--- src/rtl/mult_pkg.sv ---
// Shared constants, state encoding and carry-recovery helper for the
// shift-and-add multiplier built on adder32.
package mult_pkg;

    localparam int WIDTH = 32;
    localparam int ITERS = 32;
    localparam int CNT_W = 6;

    typedef enum logic [1:0] {
        IDLE = 2'd0,
        RUN  = 2'd1,
        DONE = 2'd2
    } state_e;

    // adder32 drops the carry-out; it is rebuilt from the two operand MSBs and the sum MSB.
    function automatic logic recover_carry(input logic a_msb, input logic b_msb,
                                           input logic sum_msb);
        return (a_msb & b_msb) | ((a_msb | b_msb) & ~sum_msb);
    endfunction

endpackage

--- src/rtl/adder32.sv ---
// Combinational 32-bit adder (modulo 2^32, no carry-out); the datapath
// that shift_add_mult32 reuses for every partial-product step.
module adder32 (
    input  logic [31:0] src1,
    input  logic [31:0] src2,
    output logic [31:0] result
);

    assign result = src1 + src2;

endmodule

--- src/rtl/shift_add_mult32.sv ---
// Iterative unsigned 32x32->64 multiplier: one conditional add of the
// multiplicand into the upper accumulator half per clock, then a right shift.
module shift_add_mult32
    import mult_pkg::*;
(
    input  logic                 clk,
    input  logic                 rst,
    input  logic                 in_valid,
    output logic                 in_ready,
    input  logic [WIDTH-1:0]     src1,
    input  logic [WIDTH-1:0]     src2,
    output logic                 out_valid,
    input  logic                 out_ready,
    output logic [2*WIDTH-1:0]   product
);

    // Handshake: a transfer happens on a rising edge where valid and ready are
    // both high; in_ready is high only in IDLE, out_valid only in DONE, and a
    // pending product is held unchanged for as long as out_ready stays low.

    state_e             state_q, state_d;
    logic [CNT_W-1:0]   count_q, count_d;
    logic [WIDTH-1:0]   mcand_q, mcand_d;
    logic [WIDTH-1:0]   acc_hi_q, acc_hi_d;
    logic [WIDTH-1:0]   acc_lo_q, acc_lo_d;

    logic [WIDTH-1:0]   add_b;
    logic [WIDTH-1:0]   add_sum;
    logic               add_carry;

    assign add_b = acc_lo_q[0] ? mcand_q : '0;

    adder32 u_adder (
        .src1   (acc_hi_q),
        .src2   (add_b),
        .result (add_sum)
    );

    assign add_carry = recover_carry(acc_hi_q[WIDTH-1], add_b[WIDTH-1], add_sum[WIDTH-1]);

    always_comb begin
        state_d  = state_q;
        count_d  = count_q;
        mcand_d  = mcand_q;
        acc_hi_d = acc_hi_q;
        acc_lo_d = acc_lo_q;
        case (state_q)
            IDLE: begin
                if (in_valid) begin
                    mcand_d  = src1;
                    acc_hi_d = '0;
                    acc_lo_d = src2;
                    count_d  = '0;
                    state_d  = RUN;
                end
            end
            RUN: begin
                // {carry, sum, acc_lo} shifted right by one: consumed multiplier bit falls off.
                acc_hi_d = {add_carry, add_sum[WIDTH-1:1]};
                acc_lo_d = {add_sum[0], acc_lo_q[WIDTH-1:1]};
                count_d  = count_q + 1'b1;
                if (count_q == CNT_W'(ITERS - 1)) begin
                    state_d = DONE;
                end
            end
            DONE: begin
                if (out_ready) begin
                    state_d = IDLE;
                end
            end
            default: state_d = IDLE;
        endcase
    end

    always_ff @(posedge clk or posedge rst) begin
        if (rst) begin
            state_q  <= IDLE;
            count_q  <= '0;
            mcand_q  <= '0;
            acc_hi_q <= '0;
            acc_lo_q <= '0;
        end else begin
            state_q  <= state_d;
            count_q  <= count_d;
            mcand_q  <= mcand_d;
            acc_hi_q <= acc_hi_d;
            acc_lo_q <= acc_lo_d;
        end
    end

    assign in_ready  = (state_q == IDLE);
    assign out_valid = (state_q == DONE);
    assign product   = {acc_hi_q, acc_lo_q};

endmodule

--- config.mk ---
export PLATFORM = sky130hd
export DESIGN_NAME = shift_add_mult32
export DESIGN_NICKNAME = d
export VERILOG_FILES = /design/src/rtl/mult_pkg.sv /design/src/rtl/adder32.sv /design/src/rtl/shift_add_mult32.sv
export SDC_FILE = /design/constraint.sdc
export NUM_CORES = 1
export LEC_CHECK = 0
export CAP_MARGIN = 40
export CORE_UTILIZATION = 50
export CTS_BUF_LIST = sky130_fd_sc_hd__clkbuf_8
export CTS_CLUSTER_DIAMETER = 100
export DETAILED_ROUTE_END_ITERATION = 7
export DONT_BUFFER_PORTS = 1
export SLEW_MARGIN = 20
export SYNTH_ARGS = -nofsm -noshare
export SYNTH_HDL_FRONTEND = slang
export SYNTH_SLANG_ARGS = --single-unit
--- constraint.sdc ---
create_clock -name clk -period 4.68 [get_ports clk]
set_input_delay 0.936 -clock clk [delete_from_list [all_inputs] [get_ports clk]]
set_output_delay 0.936 -clock clk [all_outputs]
set_load 0.005 [all_outputs]
# After elaboration in Yosys (flattened, before gate mapping)
# Cells that the tools add are included.
totals:
  output_inout_bits: 66
  word_cells: 34
  reg_bits: 104
  inputBits: 68
classes:
  n_bitwise: 5
  eq_ne: 6
  n_mux: 11
  addsub: 2
  reduce_logical: 5
op_table:
  columns: ["operator", "n"]
  rows:
  - ["32-bit one-hot mux with 2 select lines", 2]
  - ["32-bit two-way mux", 3]
  - ["32-bit adder", 1]
  - ["6-bit one-hot mux with 2 select lines", 1]
  - ["6-bit by 1-bit adder with 6-bit output, second input constant", 1]
  - ["6-bit by 5-bit equality test with 1-bit output, second input constant", 1]
  - ["2-bit two-way mux", 3]
  - ["6-bit two-way mux", 1]
  - ["2-bit one-hot mux with 3 select lines", 1]
  - ["2-bit inequality test, second input constant", 2]
  - ["2-bit AND reduction", 2]
  - ["3-bit AND reduction", 1]
  - ["1-bit AND", 2]
  - ["2-bit by 1-bit equality test with 1-bit output, second input constant", 1]
  - ["2-bit equality test, second input constant", 1]
  - ["2-bit zero test", 1]
  - ["2-bit by 1-bit inequality test with 1-bit output, second input constant", 1]
  - ["1-bit OR", 2]
  - ["2-bit nonzero test", 1]
  - ["1-bit inverter", 1]

# Depth between registers and ports, before layout
# Gate-level depths: netlist of the first run.
depth:
  ltp_word: 6
  ltp_mapped: 13
  depth_no_buf: 12

# Hierarchy
# Synthesis of the first run repeated with hierarchy kept, for this count alone.
unflattened:
  hier_cells: 714
  hier_area_um2: 6105.9
modules_own_cells:
  columns: ["mod", "area_each_um2", "instances", "cells_per_inst", "seq_area_each_um2"]
  rows:
  - ["shift_add_mult32", 4504.3, 1, 493, 2602.5]
  - ["adder32", 1601.5, 1, 221, 0.0]

# Least setup slack after synthesis of the first run
# OpenSTA, ideal clock, no wires.
synth_path:
  path_kind: "register to register"
  start: "register acc_lo_q[0]"
  end: "register acc_hi_q[30]"
  setup_time_ns: 0.083
  setup_slack_ns: 1.795
  synth_period_minus_slack_ns: 2.885
  required_ns: 4.597
  path_stages_with_launch: 13
  n_path_buf: 1
  arrival_time_ns: 2.802
  path_cell_list: "dfrtp_1 clkbuf_1 and2_1 ha_1 and2_1 and3_1 a221oi_1 o21ai_0 a21oi_1 a21oi_1 nor2_1 fa_1 o21ai_0"
synth_between:
  elab_chain_len: 3
synth_lines:
  columns: ["element", "line", "source"]
  rows:
  - ["start: declaration", "shift_add_mult32.sv:25", "logic [WIDTH-1:0] acc_lo_q, acc_lo_d;"]
  - ["start signal: assignment", "shift_add_mult32.sv:87", "acc_lo_q <= acc_lo_d;"]
  - ["32-bit two-way mux", "shift_add_mult32.sv:31", "assign add_b = acc_lo_q[0] ? mcand_q : '0;"]
  - ["32-bit adder", "adder32.sv:9", "assign result = src1 + src2;"]
  - ["32-bit one-hot mux with 2 select lines", "shift_add_mult32.sv:47", "case (state_q)"]
  - ["end signal: assignment", "shift_add_mult32.sv:86", "acc_hi_q <= acc_hi_d;"]
  - ["end: declaration", "shift_add_mult32.sv:24", "logic [WIDTH-1:0] acc_hi_q, acc_hi_d;"]
# No other way between the ends.
# A chain may end at the register's enable or synchronous reset.

# Worst setup path in the final report of the first run
# Same ends and word-level chain as after synthesis.

==> results.ini, run 1 <==
[synthesis]
postSynthAreaPerCell_sq_um = 8.41
synth_cell_types = 58
ys_ff_latch = 104
synthArstFlopShare_pct = 100
synth.top_cells.by_count = 162 x sky130_fd_sc_hd__nand2_1, 104 x sky130_fd_sc_hd__dfrtp_1, 69 x sky130_fd_sc_hd__nor2_1, 40 x sky130_fd_sc_hd__a21oi_1, 39 x sky130_fd_sc_hd__o21ai_0
dominantRegCellSynth = sky130_fd_sc_hd__dfrtp_1
seq_area_frac_synth_pct = 43.4
synth_top_area_share_pct = 43.4
synth_cells = 713
netlist.top_cell.by_area = sky130_fd_sc_hd__dfrtp_1
synth_enable_flop_cells = 0
post_synth_instance_area_sq_um = 5990
synthesis.nets = 815
post-synth-top-count-cell = sky130_fd_sc_hd__nand2_1
ys_top_cells_by_area = sky130_fd_sc_hd__dfrtp_1 43%, sky130_fd_sc_hd__nand2_1 10%, sky130_fd_sc_hd__ha_1 6.7%
synth.yosys.warnings = 0

[sta]
timing_max_transition_violations_final = 0
postLayoutSetupSlackWorst_ns = 1.34
final-setup-viol-count = 0
finalCritPeriodShare_pct = 71.5
setup_total_negative_slack_ns = 0
worst_hold_slack_ns = 0.373
tightest_slew_ns = 0.793
finalWorstPathRequiredPeriod_ns = 3.34
maximum_achievable_frequency_ghz = 0.299
final_hold_fails = 0
skew_ns = 0.0145
rsz_0062_raised_after_global_routing = no
maxSlewHeadroom_pct = 47.0

[critical_path]
timing.critical_path.fanout_max = 21
timing.critical_path.to_type = register
path_class = reg -> reg
crit_required_ns = 5.01
worst_ep_arrival_time_ns = 3.67
crit_path_start_kind = register

[cts]
cts.reportedPaths.clkPinSlew_ns = 0.11
cts_hold_buf = 0
clock_tree_from_tritoncts = done
root_cell_of_the_clock_tree = sky130_fd_sc_hd__clkbuf_8
clock_latency_ns = 0.40
cts_buffers = 9
clock_sinks = 104
cts_post_setup_buffers_inserted = 0
cts_max_level = 3
cts.path.max_buffers = 2
post_cts.resized_instances = 0

[finish]
fill_cells = 1079
final_layout_size_suffix_gt1_share_pct = 6.14
diodes = 0
syn_to_final_growth_pct = 6.66
postLayoutCoreUtil_pct = 55.3
finalNetCount = 797

[placement]
detailedPlacementHpwl_mm = 10.0
globalplace.congestion = 0.900
placement.io_buffers = 0
post-place-ws_ns = 1.29

[routing]
drt_pre_antenna_iters = 7
post_drt_wl_per_cell_um = 16.7
antenna_left = 0
first_iter_violations = 363
wirelength_met1_mm = 6.27
route.detailed.vias_per_inst = 5.87
topRoutingLayerUsed = met4
dr_wl_met3_um = 912
route.met2.wl_mm = 6.72
routed_wl_mm = 14.1
drc = 4
via_count = 4946

[die]
die-area_sq_um = 12400
die_h_um = 111
floorplan.io_pins = 134
die_width_um = 111
initial_core_util_pct = 51.8
core_area_sq_um = 11600
placement_rows = 39

[grt]
grt_remaining_overflow = 0
grt_first_pass_wirelength_mm = 23.5
largest_net_degree_at_the_start_of_global_routing = 72
grt_pass1_vias = 4863
grt_antenna_before_repair = 0
global_route.usage.total_pct = 23.7

[run_status]
run_status = finished, violations left
failed_checks = DRC

[power]
power.density_nw_per_um2 = 794
power_leakage_nw = 2.93
total_power_mw = 5.07
peak_supply_drop_uv = 344

[flow_run]
max_cap_violations = 0

[hold_path]
hold_path_class = in -> async

## per-layer routing
layer / vias up / GRT usage, %
met4: 0 / 10.9
met3: 15 / 5.66
met2: 149 / 37.4
met1: 2352 / 31.2
met5: - / 0
li1: 2430 / -
## placed cells by master, fill, tap and decap left out, types with 8 or more instances in the layout
| master | Yosys | routed |
|---|---|---|
| sky130_fd_sc_hd__a21oi_1 | 40 | 40 |
| sky130_fd_sc_hd__a22oi_1 | 9 | 9 |
| sky130_fd_sc_hd__and2_1 | 32 | 31 |
| sky130_fd_sc_hd__clkbuf_8 | 0 | 10 |
| sky130_fd_sc_hd__dfrtp_1 | 104 | 104 |
| sky130_fd_sc_hd__ha_1 | 32 | 32 |
| sky130_fd_sc_hd__inv_1 | 14 | 13 |
| sky130_fd_sc_hd__nand2_1 | 162 | 161 |
| sky130_fd_sc_hd__nand3_1 | 29 | 29 |
| sky130_fd_sc_hd__nand4_1 | 8 | 8 |
| sky130_fd_sc_hd__nor2_1 | 69 | 68 |
| sky130_fd_sc_hd__nor3_1 | 10 | 10 |
| sky130_fd_sc_hd__o21a_1 | 8 | 8 |
| sky130_fd_sc_hd__o21ai_0 | 39 | 39 |
| sky130_fd_sc_hd__o22ai_1 | 24 | 24 |
| sky130_fd_sc_hd__xnor2_1 | 11 | 11 |
## worst max-delay path, stage by stage (launching register included)
cell                       delay [ns]
sky130_fd_sc_hd__dfrtp_1         0.58
sky130_fd_sc_hd__buf_8           0.25
sky130_fd_sc_hd__and2_1          0.14
sky130_fd_sc_hd__ha_1            0.36
sky130_fd_sc_hd__a21oi_1         0.23
sky130_fd_sc_hd__o21ai_0         0.18
sky130_fd_sc_hd__a221oi_1        0.39
sky130_fd_sc_hd__o21ai_0         0.14
sky130_fd_sc_hd__a21oi_1         0.22
sky130_fd_sc_hd__a21oi_1         0.10
sky130_fd_sc_hd__nor2_1          0.12
sky130_fd_sc_hd__fa_1            0.41
sky130_fd_sc_hd__o21ai_0         0.16
## sequential cells by signal, indices dropped and copies added, names as in the netlist
| register | count |
|---|---|
| acc_hi_q | 32 |
| acc_lo_q | 32 |
| count_q | 6 |
| mcand_q | 32 |
| state_q | 2 |
## final timing paths
kind	from	end	slack, ns	depth (start not counted)
hold reg to reg	mcand_q[24]	mcand_q[24]	0.48	2
hold / removal	rst	acc_lo_q[30]	0.37	1
max in group asynchronous	rst	mcand_q[30]	3.54	2
setup / recovery	acc_lo_q[0]	acc_hi_q[30]	1.34	12
setup reg to reg	acc_lo_q[0]	acc_hi_q[30]	1.34	12
min in group clk	mcand_q[24]	mcand_q[24]	0.48	2
## cell type report
| cell class | count | area, sq um | area share [%] |
|---|---|---|---|
| timing repair buffer | 9 | 115 | 1.80 |
| tap | 143 | 179 | 2.80 |
| multi-input combinational | 557 | 3210 | 50.1 |
| clock inverter | 6 | 98.8 | 1.55 |
| clock buffer | 10 | 138 | 2.15 |
| inverter | 14 | 55.1 | 0.861 |
| sequential | 104 | 2600 | 40.7 |
## power by group
group	internal [mW]	switching [mW]	leakage, nW
Combinational	1.10	1.52	1.56
Clock	0.324	0.341	0.117
Sequential	1.36	0.427	1.25
Total	2.79	2.29	2.93
## through the flow
| stage | instance area (sq um) | instances |
|---|---|---|
| floorplan | 5990 | 713 |
| global placement | 6090 | 824 |
| detailed placement | 6130 | 826 |
| finish | 6390 | 843 |
| global route | 6390 | 843 |
| CTS | 6370 | 842 |
## kinds of logic (layout without fill, tap and decap cells)
| group | count (synthesis) | after routing | synth area share (%) |
|---|---|---|---|
| flops | 104 | 104 | 43.4 |
| compound gates | 172 | 172 | 18.5 |
| fa+ha+maj | 34 | 34 | 7.35 |
| buf+inv | 52 | 39 | 3.30 |
| xor+xnor | 18 | 18 | 2.63 |
| mux | 4 | 4 | 0.668 |
| simple gates | 329 | 329 | 24.2 |
(Power assumes the default switching activity.)
==> run 2: changes to the inputs <==
- clock period: 4.68 -> 3.1 ns (I/O delays scaled with it)
==> results.ini, run 2 (same netlist as run 1, synthesis figures left out) <==
[run_status]
run_status = finished, violations left
failed_checks = DRC

[critical_path]
critPathSlowestCell = sky130_fd_sc_hd__dfrtp_1
timing.reg2reg.setup_slack_ns = 0.17
cp_cell_sequence = buf_12 -> and2_1 -> ha_1 -> and2_1 -> and3_1 -> a221oi_2 -> o21ai_0 -> a21oi_2 -> a21oi_1 -> nor2_1 -> fa_1 -> o21ai_0
worstSetupPathDepth = 12
worst_ep_arrival_time_ns = 3.27
worst_r2r_startpoint = acc_lo_q[0]
reg2reg_end = acc_hi_q[30]
crit_path_start_kind = register
worst_setup_path_startpoint = acc_lo_q[0]
critPathTopFamily = compound AO/OA/AOI/OAI gates
worstSetupEndpoint = acc_hi_q[30]
r2r_cells = 12
cp.buffers_inverters = 1
timing.critical_path.to_type = register
crit_required_ns = 3.44
path_class = reg -> reg
cp_slowest_stage_delay_ns = 0.43
timing.critical_path.fanout_max = 18

[sta]
final_hold_fails = 0
final-setup-viol-count = 0
finalWorstPathRequiredPeriod_ns = 2.93
finalCritPeriodShare_pct = 94.6
skew_ns = 0.0208
setup_total_negative_slack_ns = 0
maximum_achievable_frequency_ghz = 0.341
maxSlewHeadroom_pct = 44.6
tightest_slew_ns = 0.829
rsz_0062_raised_after_global_routing = no
timing_max_transition_violations_final = 0

[flow_run]
max_cap_violations = 0

[cts]
cts.path.max_buffers = 2
cts.reportedPaths.clkPinSlew_ns = 0.12
cts_max_level = 3
root_cell_of_the_clock_tree = sky130_fd_sc_hd__clkbuf_8
clock_sinks = 104
cts_buffers = 9
clock_latency_ns = 0.41
clock_tree_from_tritoncts = done

[power]
cellInternalPower_mw = 4.37
sw_ratio_pct = 44.8
power_switching_mw = 3.54
peak_supply_drop_uv = 519
p_seq_share_pct = 34.0
pwr-share-comb_pct = 53.2
power_leakage_nw = 3.02
power.density_nw_per_um2 = 1210
total_power_mw = 7.91
clock_network_power_share_pct = 12.8

[grt]
grt_antenna_before_repair = 0
largest_net_degree_at_the_start_of_global_routing = 72
grt_pass1_vias = 4897
grt_first_pass_wirelength_mm = 23.8
global_route.usage.total_pct = 24.1
grt_remaining_overflow = 0

[routing]
topRoutingLayerUsed = met4
routed_wl_mm = 14.3
wirelength_met1_mm = 6.48
via_count = 5012
route.met2.wl_mm = 6.79
first_iter_violations = 266
dr_wl_met3_um = 785
drt_pre_antenna_iters = 6
route.detailed.vias_per_inst = 5.83
antenna_left = 0
post_drt_wl_per_cell_um = 16.6
drc = 7

[finish]
layout_commonest_cell = sky130_fd_sc_hd__nand2_1
syn_to_final_growth_pct = 9.33
finalNetCount = 813
biggestRegsByFlops = acc_hi_q (32), acc_lo_q (32), mcand_q (32)
final_layout_size_suffix_gt1_share_pct = 8.66
postLayoutCoreUtil_pct = 56.7
final_cell_mix = 161 x sky130_fd_sc_hd__nand2_1, 104 x sky130_fd_sc_hd__dfrtp_1, 68 x sky130_fd_sc_hd__nor2_1
diodes = 0
final_cell_count_no_fill = 859

[die]
core_area_sq_um = 11600
floorplan.io_pins = 134
die_h_um = 111
die-area_sq_um = 12400
placement_rows = 39
die_width_um = 111
initial_core_util_pct = 51.8

[placement]
detailedPlacementHpwl_mm = 10.3
globalplace.congestion = 0.893
placedCellCount = 841
placement.io_buffers = 0

[hold_path]
worstHoldPathCells = 2
hold_path_class = in -> reg

-- run 2: changes by cell type in the layout (fill, tap and decap cells not counted), sizes merged --
cell and delta:
buf +15, clkinv +1, dlygate4sd3 +1, inv -1
-- run 2: stage by stage --
step | cell area [sq um] | setup slack, ns | hold WS [ns]
finish | 6550 | 0.169 | 0.308
global route | 6550 | 0.00351 | 0.287
CTS | 6530 | 0.0304 | 0.295
detailed placement | 6280 | 0.0589 | 0.435
global placement | 6260 | 0.140 | 0.453
floorplan | 6000 | 0.215 | 0.438
-- run 2: area by class of cell --
type	count	area, sq um
inverters	14	56.3
clock inverters	6	100
clock buffers	10	138
flip-flops and latches	104	2600
multi-input cells	557	3220
fillers	1074	5010
repair buffers	25	256
well taps	143	179
-- run 2: power groups by stage --
stage / Clock [mW] / Sequential, mW / Combinational [mW]
after floorplan: 0 / 2.51 / 3.21
after global placement: 0 / 2.70 / 4.05
after detailed placement: 0 / 2.70 / 4.17
after CTS: 1.03 / 2.69 / 4.19
after global routing: 1.08 / 2.77 / 4.76
final: 1.01 / 2.69 / 4.21
-- run 2: routing by layer --
metal  GRT usage, %  up-vias
met5              0        -
met4           8.38        0
met3           6.42       17
met2           39.9      141
met1           30.6     2396
li1               -     2458
-- run 2: worst min-delay path by stage --
stage | endpoint | start | slack [ns]
2_1_floorplan | mcand_q[0] | mcand_q[0] | 0.44
3_3_place_gp | mcand_q[7] | mcand_q[7] | 0.45
3_5_place_dp | mcand_q[6] | rst | 0.43
4_1_cts | mcand_q[26] | src1[26] | 0.30
5_1_grt | mcand_q[26] | src1[26] | 0.29
6_report | mcand_q[26] | src1[26] | 0.31
-- run 2: worst reg2reg max path, stage by stage, from the launching register on --
cell                       delay [ns]
sky130_fd_sc_hd__dfrtp_1         0.43
sky130_fd_sc_hd__buf_12          0.16
sky130_fd_sc_hd__and2_1          0.14
sky130_fd_sc_hd__ha_1            0.32
sky130_fd_sc_hd__and2_1          0.20
sky130_fd_sc_hd__and3_1          0.21
sky130_fd_sc_hd__a221oi_2        0.31
sky130_fd_sc_hd__o21ai_0         0.16
sky130_fd_sc_hd__a21oi_2         0.18
sky130_fd_sc_hd__a21oi_1         0.09
sky130_fd_sc_hd__nor2_1          0.11
sky130_fd_sc_hd__fa_1            0.41
sky130_fd_sc_hd__o21ai_0         0.15
-- run 2: repair_timing --
action / in CTS / in global routing
resized for setup: 0 / 5
hold buffers: 1 / 0
buffers inserted: 0 / 1
endpoints found under the hold margin: 3 / 0
setup endpoints to repair: 0 / 5
